[src/rtl/cache_meta_array_if.sv]
// cache_meta_array_if: request/response bundle for the cache metadata array
interface cache_meta_array_if #(
  parameter int s_index    = 3,
  parameter int width      = 1,
  parameter int num_rports = 2
);
  logic                           flush;
  logic                           busy;
  logic                           load;
  logic [s_index-1:0]             windex;
  logic [width-1:0]               wmask;
  logic [width-1:0]               datain;
  logic [num_rports*s_index-1:0]  rindex;
  logic [num_rports*width-1:0]    dataout;
  modport master (output flush, load, windex, wmask, datain, rindex, input busy, dataout);
  modport slave  (input flush, load, windex, wmask, datain, rindex, output busy, dataout);
endinterface

[src/rtl/cache_meta_array.sv]
// cache_meta_array: multi-read-port metadata array with masked writes, write forwarding and a self-timed clear
module cache_meta_array #(
  parameter int               s_index    = 3,
  parameter int               width      = 1,
  parameter int               num_rports = 2,
  parameter logic [width-1:0] CLEAR_VAL  = '0
) (
  input logic               clk,
  input logic               rst_n,
  cache_meta_array_if.slave bus
);
  localparam int num_sets = 2 ** s_index;
  typedef enum logic {CLEAR, IDLE} state_t;
  state_t             state, state_nx;
  logic [s_index-1:0] ptr, ptr_nx;
  logic [width-1:0]   mem [num_sets];
  logic [width-1:0]   wdata;
  logic               busy;
  always_ff @(posedge clk or negedge rst_n) begin
    if (!rst_n) begin
      state <= CLEAR;
      ptr   <= '0;
    end else begin
      state <= state_nx;
      ptr   <= ptr_nx;
    end
  end
  always_comb begin
    state_nx = state;
    ptr_nx   = ptr;
    if (state == CLEAR) begin
      ptr_nx   = ptr + 1'b1;
      state_nx = &ptr ? IDLE : CLEAR;
    end else if (bus.flush) begin
      state_nx = CLEAR;
      ptr_nx   = '0;
    end
  end
  assign busy     = (state == CLEAR);
  assign bus.busy = busy;
  assign wdata    = (mem[bus.windex] & ~bus.wmask) | (bus.datain & bus.wmask);
  // storage has no reset; the clear sequencer initialises it
  always_ff @(posedge clk) begin
    if (busy)
      mem[ptr] <= CLEAR_VAL;
    else if (bus.load)
      mem[bus.windex] <= wdata;
  end
  for (genvar p = 0; p < num_rports; p++) begin : g_rd
    logic [s_index-1:0] ri;
    assign ri = bus.rindex[p*s_index +: s_index];
    assign bus.dataout[p*width +: width] = busy ? CLEAR_VAL :
                                           (bus.load && ri == bus.windex) ? wdata : mem[ri];
  end
endmodule

[src/flat_wrapper.sv]
// flat-port wrapper written by rule: the top's interface ports become plain ports
module cache_meta_array_flat 
#(
  parameter int               s_index    = 3,
  parameter int               width      = 1,
  parameter int               num_rports = 2,
  parameter logic [width-1:0] CLEAR_VAL  = '0
)
  (clk, rst_n, bus_flush, bus_load, bus_windex, bus_wmask, bus_datain, bus_rindex, bus_busy, bus_dataout);
  cache_meta_array_if #(.s_index(s_index), .width(width), .num_rports(num_rports)) bus_i ();
  input logic clk;
  input logic rst_n;
  input wire logic [$bits(bus_i.flush)-1:0] bus_flush;
  input wire logic [$bits(bus_i.load)-1:0] bus_load;
  input wire logic [$bits(bus_i.windex)-1:0] bus_windex;
  input wire logic [$bits(bus_i.wmask)-1:0] bus_wmask;
  input wire logic [$bits(bus_i.datain)-1:0] bus_datain;
  input wire logic [$bits(bus_i.rindex)-1:0] bus_rindex;
  output wire logic [$bits(bus_i.busy)-1:0] bus_busy;
  output wire logic [$bits(bus_i.dataout)-1:0] bus_dataout;
  assign bus_i.flush = bus_flush;
  assign bus_i.load = bus_load;
  assign bus_i.windex = bus_windex;
  assign bus_i.wmask = bus_wmask;
  assign bus_i.datain = bus_datain;
  assign bus_i.rindex = bus_rindex;
  assign bus_busy = bus_i.busy;
  assign bus_dataout = bus_i.dataout;
  cache_meta_array #(.s_index(s_index), .width(width), .num_rports(num_rports), .CLEAR_VAL(CLEAR_VAL)) u_core (.clk(clk), .rst_n(rst_n), .bus(bus_i));
endmodule
[config.mk]
export PLATFORM = sky130hd
export DESIGN_NAME = cache_meta_array_flat
export DESIGN_NICKNAME = d
export VERILOG_FILES = /design/src/rtl/cache_meta_array_if.sv /design/src/rtl/cache_meta_array.sv /design/src/flat_wrapper.sv
export SDC_FILE = /design/constraint.sdc
export NUM_CORES = 1
export LEC_CHECK = 0
export BUFFER_PORTS_ARGS = -buffer_cell sky130_fd_sc_hd__buf_2
export CAP_MARGIN = 20
export CELL_PAD_IN_SITES_DETAIL_PLACEMENT = 1
export CELL_PAD_IN_SITES_GLOBAL_PLACEMENT = 1
export CORE_ASPECT_RATIO = 1.1
export CORE_MARGIN = 2
export CORE_UTILIZATION = 45
export DETAILED_ROUTE_END_ITERATION = 7
export PLACE_DENSITY_LB_ADDON = 0.1
export SYNTH_ARGS = -nofsm -noshare
export SYNTH_HDL_FRONTEND = slang
export SYNTH_SLANG_ARGS = --single-unit
[constraint.sdc]
create_clock -name clk -period 3 [get_ports clk]
set_input_delay 0 -clock clk [delete_from_list [all_inputs] [get_ports clk]]
set_output_delay 0 -clock clk [all_outputs]
set_load 0.02 [all_outputs]
==> flow_summary.json <==
{
  "synth-simple-area-share_pct": 11.5,
  "max_freq_ghz": 0.562,
  "num_antenna_cells": 0,
  "wirelength_um": 1820,
  "ios": 18,
  "p_total_mw": 0.740,
  "vias_per_cell": 5.87,
  "grt_max_degree": 11,
  "route.detailed.drc": 0,
  "reg2reg_from": "u_core.state",
  "r2r_slack_ns": 1.28,
  "synth_seq_area_share_pct": 40.8,
  "io_buffer_count": 17,
  "avgRoutedWirePerCell_um": 17.1,
  "area_delta_synth_final_pct": 15.4,
  "die_h_um": 49.2,
  "min_period_over_period_pct": 59.3,
  "syn_inst": 67,
  "crit_fanout": 3,
  "cts_tree": "done",
  "grt_pass1_vias": 653,
  "maxCapViolCount": 0,
  "hpwl_um": 1490,
  "worstReg2RegEnd": "u_core.mem[1]",
  "post_synth.cell_area_avg_um2": 12.5,
  "ys_ff_latch": 12,
  "end_kind": "output port",
  "clkTransAtPathRegs_ns": 0.07,
  "ys_warn_count": 0,
  "initial_core_util_pct": 47.4,
  "clkSinkCount": 12,
  "synthXorXnorAreaFrac_pct": 6.30,
  "hold_viol": 0,
  "syn-cell-area_um2": 835,
  "vias": 622,
  "core_area_um2": 1760,
  "outcome": "complete, no violations",
  "rsz0062_at_grt": "false",
  "drive_above_1_share_pct": 37.5,
  "synth_compound_area_share_pct": 8.85,
  "seqPwrFrac_pct": 41.5,
  "holdCritPathClass": "in -> async",
  "ant_nets": 0,
  "ctsLongestPathBuffers": 2,
  "vdd_drop_max_uv": 375,
  "die_area_um2": 2220,
  "timing.slew.headroom_pct": 73.8,
  "report.final.setup_viol": 0,
  "synth_top_family_by_area": "multiplexers",
  "synth_cell_types": 24,
  "drv_slew": 0,
  "netSwitchingPower_mw": 0.284,
  "skew_ns": 0.00471,
  "cp.arrival_ns": 1.78,
  "fp.dieW_um": 45.1,
  "cts-root-buf": "clkbuf_4",
  "grt-ovfl-total": 0,
  "crit_start": "u_core.mem[0]",
  "drt_pass1_iterations": 1,
  "numCtsBuffers": 3,
  "nNetsFinal": 106,
  "finalSetupTns_ns": 0,
  "rows": 16,
  "swShare_pct": 38.3,
  "synthAdderAreaFrac_pct": 3.00,
  "leakagePower_nw": 0.386,
  "synth_mux_area_share_pct": 26.1,
  "htree_levels": 1,
  "first_iter_violations": 0,
  "antenna_found_initial": 0,
  "track_usage_pct": 18.7,
  "post_cts_resized": 0,
  "gp_congestion": 0.792,
  "synthesis.nets": 84,
  "clock_latency_ns": 0.26,
  "cp.required_ns": 3.00,
  "rr_worst_depth": 3,
  "start_kind": "flop",
  "powerDensity_nw_per_um2": 768,
  "grt_pass1_wl_um": 2990,
  "internal-power_mw": 0.456,
  "endpoint": "bus_dataout[1]",
  "fin_crit_ns": 1.78,
  "clkPwrFrac_pct": 13.4,
  "pwr-share-comb_pct": 45.1,
  "worst_slew_pin_slew_ns": 0.392,
  "worstSetupPathType": "reg -> out"
}
[layout make-up]
class / count / area [um^2]
Clock buffer: 4 / 26.3
Tap cell: 18 / 22.5
Multi-Input combinational cell: 52 / 465
Inverter: 1 / 3.75
Timing Repair Buffer: 19 / 105
Sequential cell: 12 / 340
Fill cell: 199 / 798
[worst min path at each step]
stage,from,end,slack (ns)
global placement,rst_n,u_core.state,-0.19
finish,rst_n,u_core.ptr[0],0.10
CTS,rst_n,u_core.state,0.05
global route,rst_n,u_core.ptr[0],0.1
detailed placement,rst_n,u_core.ptr[0],-0.19
floorplan,rst_n,u_core.ptr[0],-0.30
[metrics by stage]
step | cell area (um^2) | hold slack, ns | std cells | worst slack (ns) | utilization [%]
final | 963 | 0.103 | 106 | 1.22 | 54.7
after global routing | 963 | 0.0968 | 106 | 1.13 | 54.7
after CTS | 963 | 0.0502 | 106 | 1.20 | 54.7
after detailed placement | 917 | -0.188 | 100 | 1.27 | 52.1
after global placement | 917 | -0.190 | 100 | 1.33 | 52.1
after floorplan | 835 | -0.296 | 67 | 1.44 | -
[power by group through the flow]
stage          logic [mW]  registers [mW]  clock network [mW]
6_report            0.333           0.307              0.0992
5_1_grt             0.376           0.319               0.107
4_1_cts             0.336           0.307               0.105
3_5_place_dp        0.332           0.311                   0
3_3_place_gp        0.323           0.305                   0
2_1_floorplan       0.281           0.281                   0
[state kept, by name, summed over array words and instances (netlist names)]
signal	flops
u_core.mem	8
u_core.ptr	3
u_core.state	1
[per-layer routing]
metal,global-route usage (%),wire (um),share of wire [%],up-vias
li1,-,-,-,304
met1,21.8,741,41,303
met2,34.8,1000,55,13
met3,2.22,58,3.2,2
met4,4.41,13,0.72,0
met5,0,0,0,-
[synth_stat cells, drive strengths merged]
| master | number | area [um^2] |
|---|---|---|
| edfxtp | 8 | 240 |
| nor3 | 8 | 40.0 |
| mux2i | 6 | 60.1 |
| xnor2 | 6 | 52.6 |
| mux4 | 5 | 113 |
| nand2 | 5 | 18.8 |
| dfrtp | 4 | 100 |
| mux2 | 4 | 45.0 |
| o21ai | 4 | 20.0 |
| a21oi | 3 | 18.8 |
| and4 | 2 | 18.8 |
| ha | 2 | 25.0 |
| o2bb2ai | 2 | 17.5 |
| and3 | 1 | 7.51 |
| buf | 1 | 11.3 |
| clkbuf | 1 | 13.8 |
| inv | 1 | 3.75 |
| nand3b | 1 | 7.51 |
| nor2 | 1 | 3.75 |
| o21a | 1 | 7.51 |
| o22a | 1 | 10.0 |
[logic make-up (layout without fill, tap and decap cells)]
kind of cell / after synthesis / in the layout
flip-flops: 12 / 12
XOR/XNOR: 6 / 6
AND/OR/NAND/NOR: 18 / 18
AO/OA/AOI/OAI: 11 / 11
adder cells (fa/ha/maj): 2 / 2
multiplexers: 15 / 15
buffers and inverters: 3 / 24
[critical path, cell delays in order, from the launching register on]
cell	delay, ns
edfxtp_1	0.43
mux4_2	0.47
mux2_2	0.27
o21ai_1	0.14
a21oi_1	0.05
buf_2	0.16
[cells in the final DEF (no fill, tap or decap)]
cell and count:
buf_2 17, nor3_1 8, edfxtp_1 8, mux2i_1 6, xnor2_1 6, nand2_1 5, mux4_2 5, mux2_2 4
dfrtp_1 4, clkbuf_4 3, a21oi_1 2, o21ai_1 2, o21ai_0 2, o2bb2ai_1 2, ha_1 2, dlygate4sd3_1 2
inv_1 1, and3_2 1, o22a_2 1, and4_1 1, o21a_1 1, a21oi_2 1, and4_2 1, nor2_1 1
nand3b_1 1, clkbuf_1 1
[timing repair]
item | in CTS | in global routing
setup buffers | 0 | 0
hold buffers | 2 | 0
endpoints found under the hold margin | 7 | 0
Power figures use the tool's default switching activity.
